$ cat config.mk
export PLATFORM = sky130hd
export DESIGN_NAME = dsec_in_packer
export DESIGN_NICKNAME = d
export VERILOG_FILES = /design/src/rtl/dsec_in_packer.sv
export SDC_FILE = /design/constraint.sdc
export NUM_CORES = 1
export LEC_CHECK = 0
export ABC_AREA = 1
export CORE_ASPECT_RATIO = 2
export CORE_MARGIN = 2
export CORE_UTILIZATION = 31
export CTS_CLUSTER_SIZE = 28
export DETAILED_ROUTE_END_ITERATION = 6
export SLEW_MARGIN = 20
export SYNTH_ARGS = -nofsm -noshare
export SYNTH_HDL_FRONTEND = slang
export SYNTH_SLANG_ARGS = --single-unit
$ cat constraint.sdc
create_clock -name clk -period 5.05 [get_ports clk]
set_input_delay 0.505 -clock clk [delete_from_list [all_inputs] [get_ports clk]]
set_output_delay 0.505 -clock clk [all_outputs]
set_load 0.05 [all_outputs]
$ cat src/rtl/dsec_in_packer.sv
// dsec_in_packer: packs upstream bytes big-endian into 64-bit words for the DSEC core, with key-load sequencing
module dsec_in_packer (
  input  logic        clk,
  input  logic        rst,
  input  logic [7:0]  byte_in,
  input  logic        byte_valid,
  output logic        byte_rdy,
  input  logic        flush,
  input  logic        key_load,
  input  logic        rdy,
  output logic [63:0] data_in,
  output logic        in_valid,
  output logic        key_config,
  output logic        error,
  output logic [15:0] word_count
);
  logic [63:0] word_q, word_d, obuf;
  logic [2:0]  cnt;
  logic [1:0]  key_left;
  logic [3:0]  fill;
  logic        full, pending, key_mode;
  logic        accept, complete, emit, free, key_ok;
  assign byte_rdy   = ~full;
  assign key_config = key_mode;
  always_comb begin
    accept   = byte_valid & ~full;
    fill     = {1'b0, cnt} + {3'b0, accept};
    word_d   = accept ? word_q | ({56'b0, byte_in} << (6'd56 - {cnt, 3'b0})) : word_q;
    complete = fill[3] | (flush & ~full & (fill != 4'd0));
    emit     = pending & rdy & ~in_valid;
    free     = ~pending | emit;
    key_ok   = key_load & (cnt == 3'd0) & ~full & ~pending & ~key_mode;
  end
  always_ff @(posedge clk) begin
    if (rst) begin
      word_q     <= '0;
      obuf       <= '0;
      cnt        <= '0;
      full       <= 1'b0;
      pending    <= 1'b0;
      key_mode   <= 1'b0;
      key_left   <= '0;
      data_in    <= '0;
      in_valid   <= 1'b0;
      error      <= 1'b0;
      word_count <= '0;
    end else begin
      in_valid <= emit;
      cnt      <= complete ? 3'd0 : fill[2:0];
      if (emit) begin
        data_in <= obuf;
        if (key_mode && key_left != 2'd0) key_left <= key_left - 2'd1;
        else word_count <= word_count + 16'd1;
      end
      // key mode stays up through the last key word's strobe, dropping one cycle later
      if (in_valid && key_mode && key_left == 2'd0) key_mode <= 1'b0;
      if (key_ok) begin
        key_mode <= 1'b1;
        key_left <= 2'd3;
      end
      if (key_load && !key_ok) error <= 1'b1;
      if (full && free) begin
        obuf    <= word_q;
        pending <= 1'b1;
        full    <= 1'b0;
        word_q  <= '0;
      end else if (complete && free) begin
        obuf    <= word_d;
        pending <= 1'b1;
        word_q  <= '0;
      end else if (complete) begin
        full   <= 1'b1;
        word_q <= word_d;
      end else begin
        word_q <= word_d;
        if (emit) pending <= 1'b0;
      end
    end
  end
endmodule

# Word level (Yosys, flattened, before mapping)
# Cells that the tools add are included.
dict set report totals {
  out_inout_bits 84
  regBits 218
}
dict set report op_classes {
  n_addsub 4
  n_shift 1
  n_eq_ne 1
  bitwise 18
  reduce_logical 23
  n_mux 12
}
# operator n
set ops {}
lappend ops {{$mux 64} 3}
lappend ops {{$or 64x64->64} 1}
lappend ops {{$shl 8x6->64} 1}
lappend ops {{$add 16x1->16 const B} 1}
lappend ops {{$reduce_bool 2->1} 5}
lappend ops {{$and 1x1->1} 9}
lappend ops {{$reduce_and 2->1} 4}
lappend ops {{$logic_and 1x1->1} 6}
lappend ops {{$mux 1} 6}
lappend ops {{$mux 2} 3}
lappend ops {{$not 1->1} 6}
lappend ops {{$sub 6x6->6 const A} 1}
lappend ops {{$add 3x1->4} 1}
lappend ops {{$reduce_bool 4->1} 1}
lappend ops {{$reduce_or 2->1} 2}
lappend ops {{$logic_not 3->1} 1}
lappend ops {{$ne 3x1->1 const B} 1}
lappend ops {{$reduce_bool 3->1} 1}
lappend ops {{$reduce_or 3->1} 1}
lappend ops {{$logic_not 2->1} 1}
lappend ops {{$or 1x1->1} 2}
lappend ops {{$sub 2x1->2 const B} 1}
lappend ops {{$logic_not 1->1} 1}

# Longest topological paths before layout
dict set report depth {
  word_depth 9
  mapped_depth 15
}

# Worst setup path before layout
# Ideal clock, no wire load.
dict set report synth_timing {
  kind {reg2reg}
  startpoint {register full}
  endpoint {register obuf[54]}
  path_buffers 2
  path_slack_ps 2787
  t_arrival_ps 2148
  stages_incl_launch_ff 14
  setup_time_ps 115
  t_required_ps 4935
  cell_sequence {dfxtp_1 inv_1 nand2_1 inv_1 ha_1 ha_1 nor2_1 nand3_1 nand2_1 nand3_2 buf_2 buf_4 a21oi_1 nor2_1}
}
dict set report synth_via {
  elab_chain_cells 8
}
# item line
set synth_rtl {}
lappend synth_rtl {{start: declaration} 21} ;# logic full, pending, key_mode;
lappend synth_rtl {{start signal: assignment} 39} ;# full <= 1'b0;
lappend synth_rtl {{start signal: assignment} 65} ;# full <= 1'b0;
lappend synth_rtl {{start signal: assignment} 72} ;# full <= 1'b1;
lappend synth_rtl {{$not 1->1} -}
lappend synth_rtl {{via byte_rdy} 7} ;# output logic byte_rdy,
lappend synth_rtl {{$and 1x1->1} 26} ;# accept = byte_valid & ~full;
lappend synth_rtl {{$add 3x1->4} 27} ;# fill = {1'b0, cnt} + {3'b0, accept};
lappend synth_rtl {{via fill[1]} 20} ;# logic [3:0] fill;
lappend synth_rtl {{$reduce_bool 4->1} 29} ;# complete = fill[3] | (flush & ~full & (fill != 4'd0));
lappend synth_rtl {{$and 1x1->1} 29}
lappend synth_rtl {{$or 1x1->1} 29}
lappend synth_rtl {{$logic_and 1x1->1} 67} ;# end else if (complete && free) begin
lappend synth_rtl {{$reduce_bool 2->1 (no line)} -}
lappend synth_rtl {{end signal: assignment} 63} ;# obuf <= word_q;
lappend synth_rtl {{end signal: assignment} 68} ;# obuf <= word_d;
lappend synth_rtl {{end: declaration} 17} ;# logic [63:0] word_q, word_d, obuf;
# The timed path passes the listed nets, and every way through them passes these cells. The select of a mux whose other input is x is not followed.
# A chain may end at the register's enable or synchronous reset.

# Worst setup path after layout
dict set report layout_timing {
  startpoint {input byte_valid}
  endpoint {register word_q[16]}
}
dict set report layout_via {
  elab_chain_cells 7
}
# item line
set layout_rtl {}
lappend layout_rtl {{start: declaration} 6} ;# input logic byte_valid,
lappend layout_rtl {{$and 1x1->1} 26}
lappend layout_rtl {{$add 3x1->4} 27}
lappend layout_rtl {{via fill[1]} 20}
lappend layout_rtl {{$reduce_bool 4->1} 29}
lappend layout_rtl {{$and 1x1->1} 29}
lappend layout_rtl {{$or 1x1->1} 29}
lappend layout_rtl {{$logic_and 1x1->1} 67}
lappend layout_rtl {{$reduce_or 3->1 (no line)} -}
lappend layout_rtl {{end signal: assignment} 73} ;# word_q <= word_d;
lappend layout_rtl {{end signal: assignment} 75} ;# word_q <= word_d;
lappend layout_rtl {{end: declaration} 17}
# The timed path passes the listed nets, and every way through them passes these cells.

==> impl_results.md <==
* Critical path class: input pin to flip-flop
* Htree depth at 1
* Maxcap violations at 0
* Top FF cell, synth: dfxtp_1
* Area leader, netlist: dfxtp_1
* ANT nets after route at 0
* Sequential share of power at about 45%
* Gr ovfl total at 0
* P_int at around 3.0 mW
* Min-delay worst type: flip-flop to flip-flop
* Vias at around 7.0k
* Largest net degree at the start of global routing at between 100 and 150
* I/O pin count at 98
* GR Layer Usage met1 at between 10% and 20%
* Pwr per Cell Area at around 430 mW/mm2
* Count leader, synth: nor2_1
* Busiest grt layer: met2
* Fmax at 0.317 GHz
* Power share of the clock group at between 30% and 40%
* WL final at about 20 mm
* Final setup vio count at 0
* Die Y at roughly 230 um
* Starting Density at 31.3%
* Longest Clk Path Bufs at 3
* Cell area after synthesis at 0.00820 mm2
* Hold Crit Depth at 2
* PortBufs at just under 100
* Post-CTS setup buffers at 0
* Crit end category: flip-flop
* Net Count, Synth at between 1k and 1.5k
* Hold Buf Count CTS at 0
* Crit path cell chain: clkdlybuf4s50_1 -> nand2_1 -> inv_1 -> ha_1 -> ha_1 -> nor2_1 -> nand3_1 -> nand2_1 -> nand3_4 -> nand2_1 -> nand2_2 -> buf_4 -> nor2_1
* Top cells by area, synth: dfxtp_1, nor2_1, a21oi_1
* Endpoint of the worst register-to-register path: word_q[16]
* Die W at roughly 120 um
* Switching Share at between 30% and 40%
* Post-synth ARST share at 0%
* Resize count post-CTS at 0
* CTS clk-pin slew, worst paths at about 0.060 ns
* Layout cells sized above 1 at around 4.3%
* WP data arrival at 3.58 ns
* First-pass GRT wire length at 32.8 mm
* CTS tree: built
* Register area share after synthesis at approximately 53%
* Clock Skew at between 0.009 and 0.01 ns
* Most frequent CP cell: nand2_1
* Post-Syn Instances at 1098
* Total CTS buffers at 20
* Slew Viols, Final at 0
* Yosys reg bits at ~220
* Hold Vio Cnt, Final at 0
* Leak pwr at between 3 and 4 nW
* Worst-Skew Late Latency at roughly 0.50 ns
* Worst reg2reg setup slack at between 1.5 and 2 ns
* Critical Path Slowest Stage Cell: nand3_4
* GR Util All Layers at between 10% and 20%
* Net switching power at ~1.3 mW
* Synth unique cells at 21
* Startpoint Class: input pin
* FF-to-FF Start: full
* Worst r2r path cells at 13
* Hold worst-path end: word_q[27]
* Via density at approximately 4.7
* IR Drop Worst-Case VDD at about 0.16 mV
* Clock sink total at approximately 220
* Relative slew slack at 33.8%
* Vias in the first global route at 6587
* Initial DRC Count at about 540
* Crit path max fanout at between 70 and 80
* CP Buf/Inv Count at 3
* Hold Crit Start: word_q[27]
* CP delay by family, top: simple AND/OR/NAND/NOR gates
* Status: completed
* Max incr delay on CP at ~0.58 ns
* DRC errors left at 0
* Min Tclk post-route at 3.15 ns
* Pre-antenna DRT Iters at 5
* Grt met2 use at 27.1%
* Combinational Power Share at 20.6%
* Total power at between 4 and 5 mW
* Top post-synthesis cells by count: nor2_1, dfxtp_1, a21oi_1
* Synth warn at 0
* Core ar. at around 0.026 mm2
* CTS Root Buffer Type: clkbuf_16
* Initial antenna violation count at 0
* Post-synth EDFFs at 0
* Diode count at 0
* Slew @ Worst Pin at 0.992 ns
* GR Util met3 at around 2.0%
* CP required at approximately 5.5 ns
* Area growth from synthesis to layout at 21.9%
* Post-DP HPWL at approximately 14 mm
* Mean Syn Cell Area at about 7.5 um2
* Top-area cell type share of the netlist area at 53.2%
* # rows at between 80 and 90
* Post-route setup TNS at 0 ns
* Drt wl/cell at around 14 um
* Die area at roughly 0.028 mm2
* GP Congestion at between 0.9 and 1
* RSZ-0062 raised after global routing: no
* Final period utilization at between 60% and 70%
* Final nets at about 1.2k
==> metal layers <==
layer | vias up | share of wire (%)
li1 | 3667 | -
met1 | 3182 | 42
met3 | 36 | 3.6
met5 | - | 0
met4 | 0 | 2.7
met2 | 121 | 52
==> area by class of cell <==
class                      instances  area, um2
clock inverter                     5       32.5
fill                            2733      16200
multi-input combinational        760       3340
timing repair buffer             105       1060
clock buffer                      29        606
tap                              344        430
sequential                       218       4360
inverter                          45        170
==> sequential cells by signal, summed over array words and instances (netlist names) <==
name	cells
cnt	3
data_in	64
error	1
full	1
in_valid	1
key_config	1
key_left	2
obuf	64
pending	1
word_count	16
word_q	64
==> worst max path at each step <==
stage,endpoint,cells past startpoint,startpoint,slack (ns)
2_1_floorplan,obuf[54],13,full,2.79
3_3_place_gp,obuf[47],12,byte_valid,1.47
3_5_place_dp,word_q[16],13,byte_valid,1.39
4_1_cts,word_q[16],13,byte_valid,1.90
5_1_grt,word_q[48],13,full,1.58
6_report,word_q[16],13,byte_valid,1.90
==> logic make-up (layout without fill, tap and decap cells) <==
logic type	after synthesis	in the layout	share of synthesized area (%)
simple gates	559	559	27.8
fa+ha+maj	4	4	0.610
flops	218	218	53.2
compound gates	197	197	12.1
buf+inv	120	184	6.35
==> power by group through the flow <==
| stage | registers, mW | logic, mW | clock network (mW) |
|---|---|---|---|
| after detailed placement | 2.00 | 0.903 | 0 |
| after floorplan | 2.16 | 0.500 | 0 |
| after CTS | 1.96 | 0.904 | 1.53 |
| after global routing | 1.98 | 0.999 | 1.59 |
| after global placement | 2.00 | 0.895 | 0 |
| final | 1.96 | 0.894 | 1.49 |
==> worst min-delay path: cells and delay by family (launching register included) <==
family | cells | cell delay, ns
flops | 1 | 0.30
simple gates | 1 | 0.08
compound gates | 1 | 0.05
==> cells in the final DEF (no fill, tap or decap), drive strengths merged <==
| cell type | count |
|---|---|
| nor2 | 327 |
| nor3 | 28 |
| nand3 | 88 |
| clkdlybuf4s50 | 97 |
| clkinv | 6 |
| ha | 4 |
| nand2 | 110 |
| clkbuf | 29 |
| nand4 | 6 |
| o21ai | 71 |
| dfxtp | 218 |
| buf | 8 |
| o21bai | 1 |
| a21oi | 125 |
| inv | 44 |
==> per-stage QoR <==
stage | cells | instance area [um2] | worst slack, ns | util (%) | hold slack, ns
CTS | 1506 | 10000 | 1.90 | 38.2 | 0.470
global placement | 1472 | 9360 | 1.47 | 35.8 | 0.446
detailed placement | 1472 | 9360 | 1.39 | 35.8 | 0.455
finish | 1506 | 10000 | 1.90 | 38.2 | 0.467
global route | 1506 | 10000 | 1.58 | 38.2 | 0.490
floorplan | 1098 | 8200 | 2.79 | - | 0.439
No activity file was read; power rests on OpenSTA's default activity.
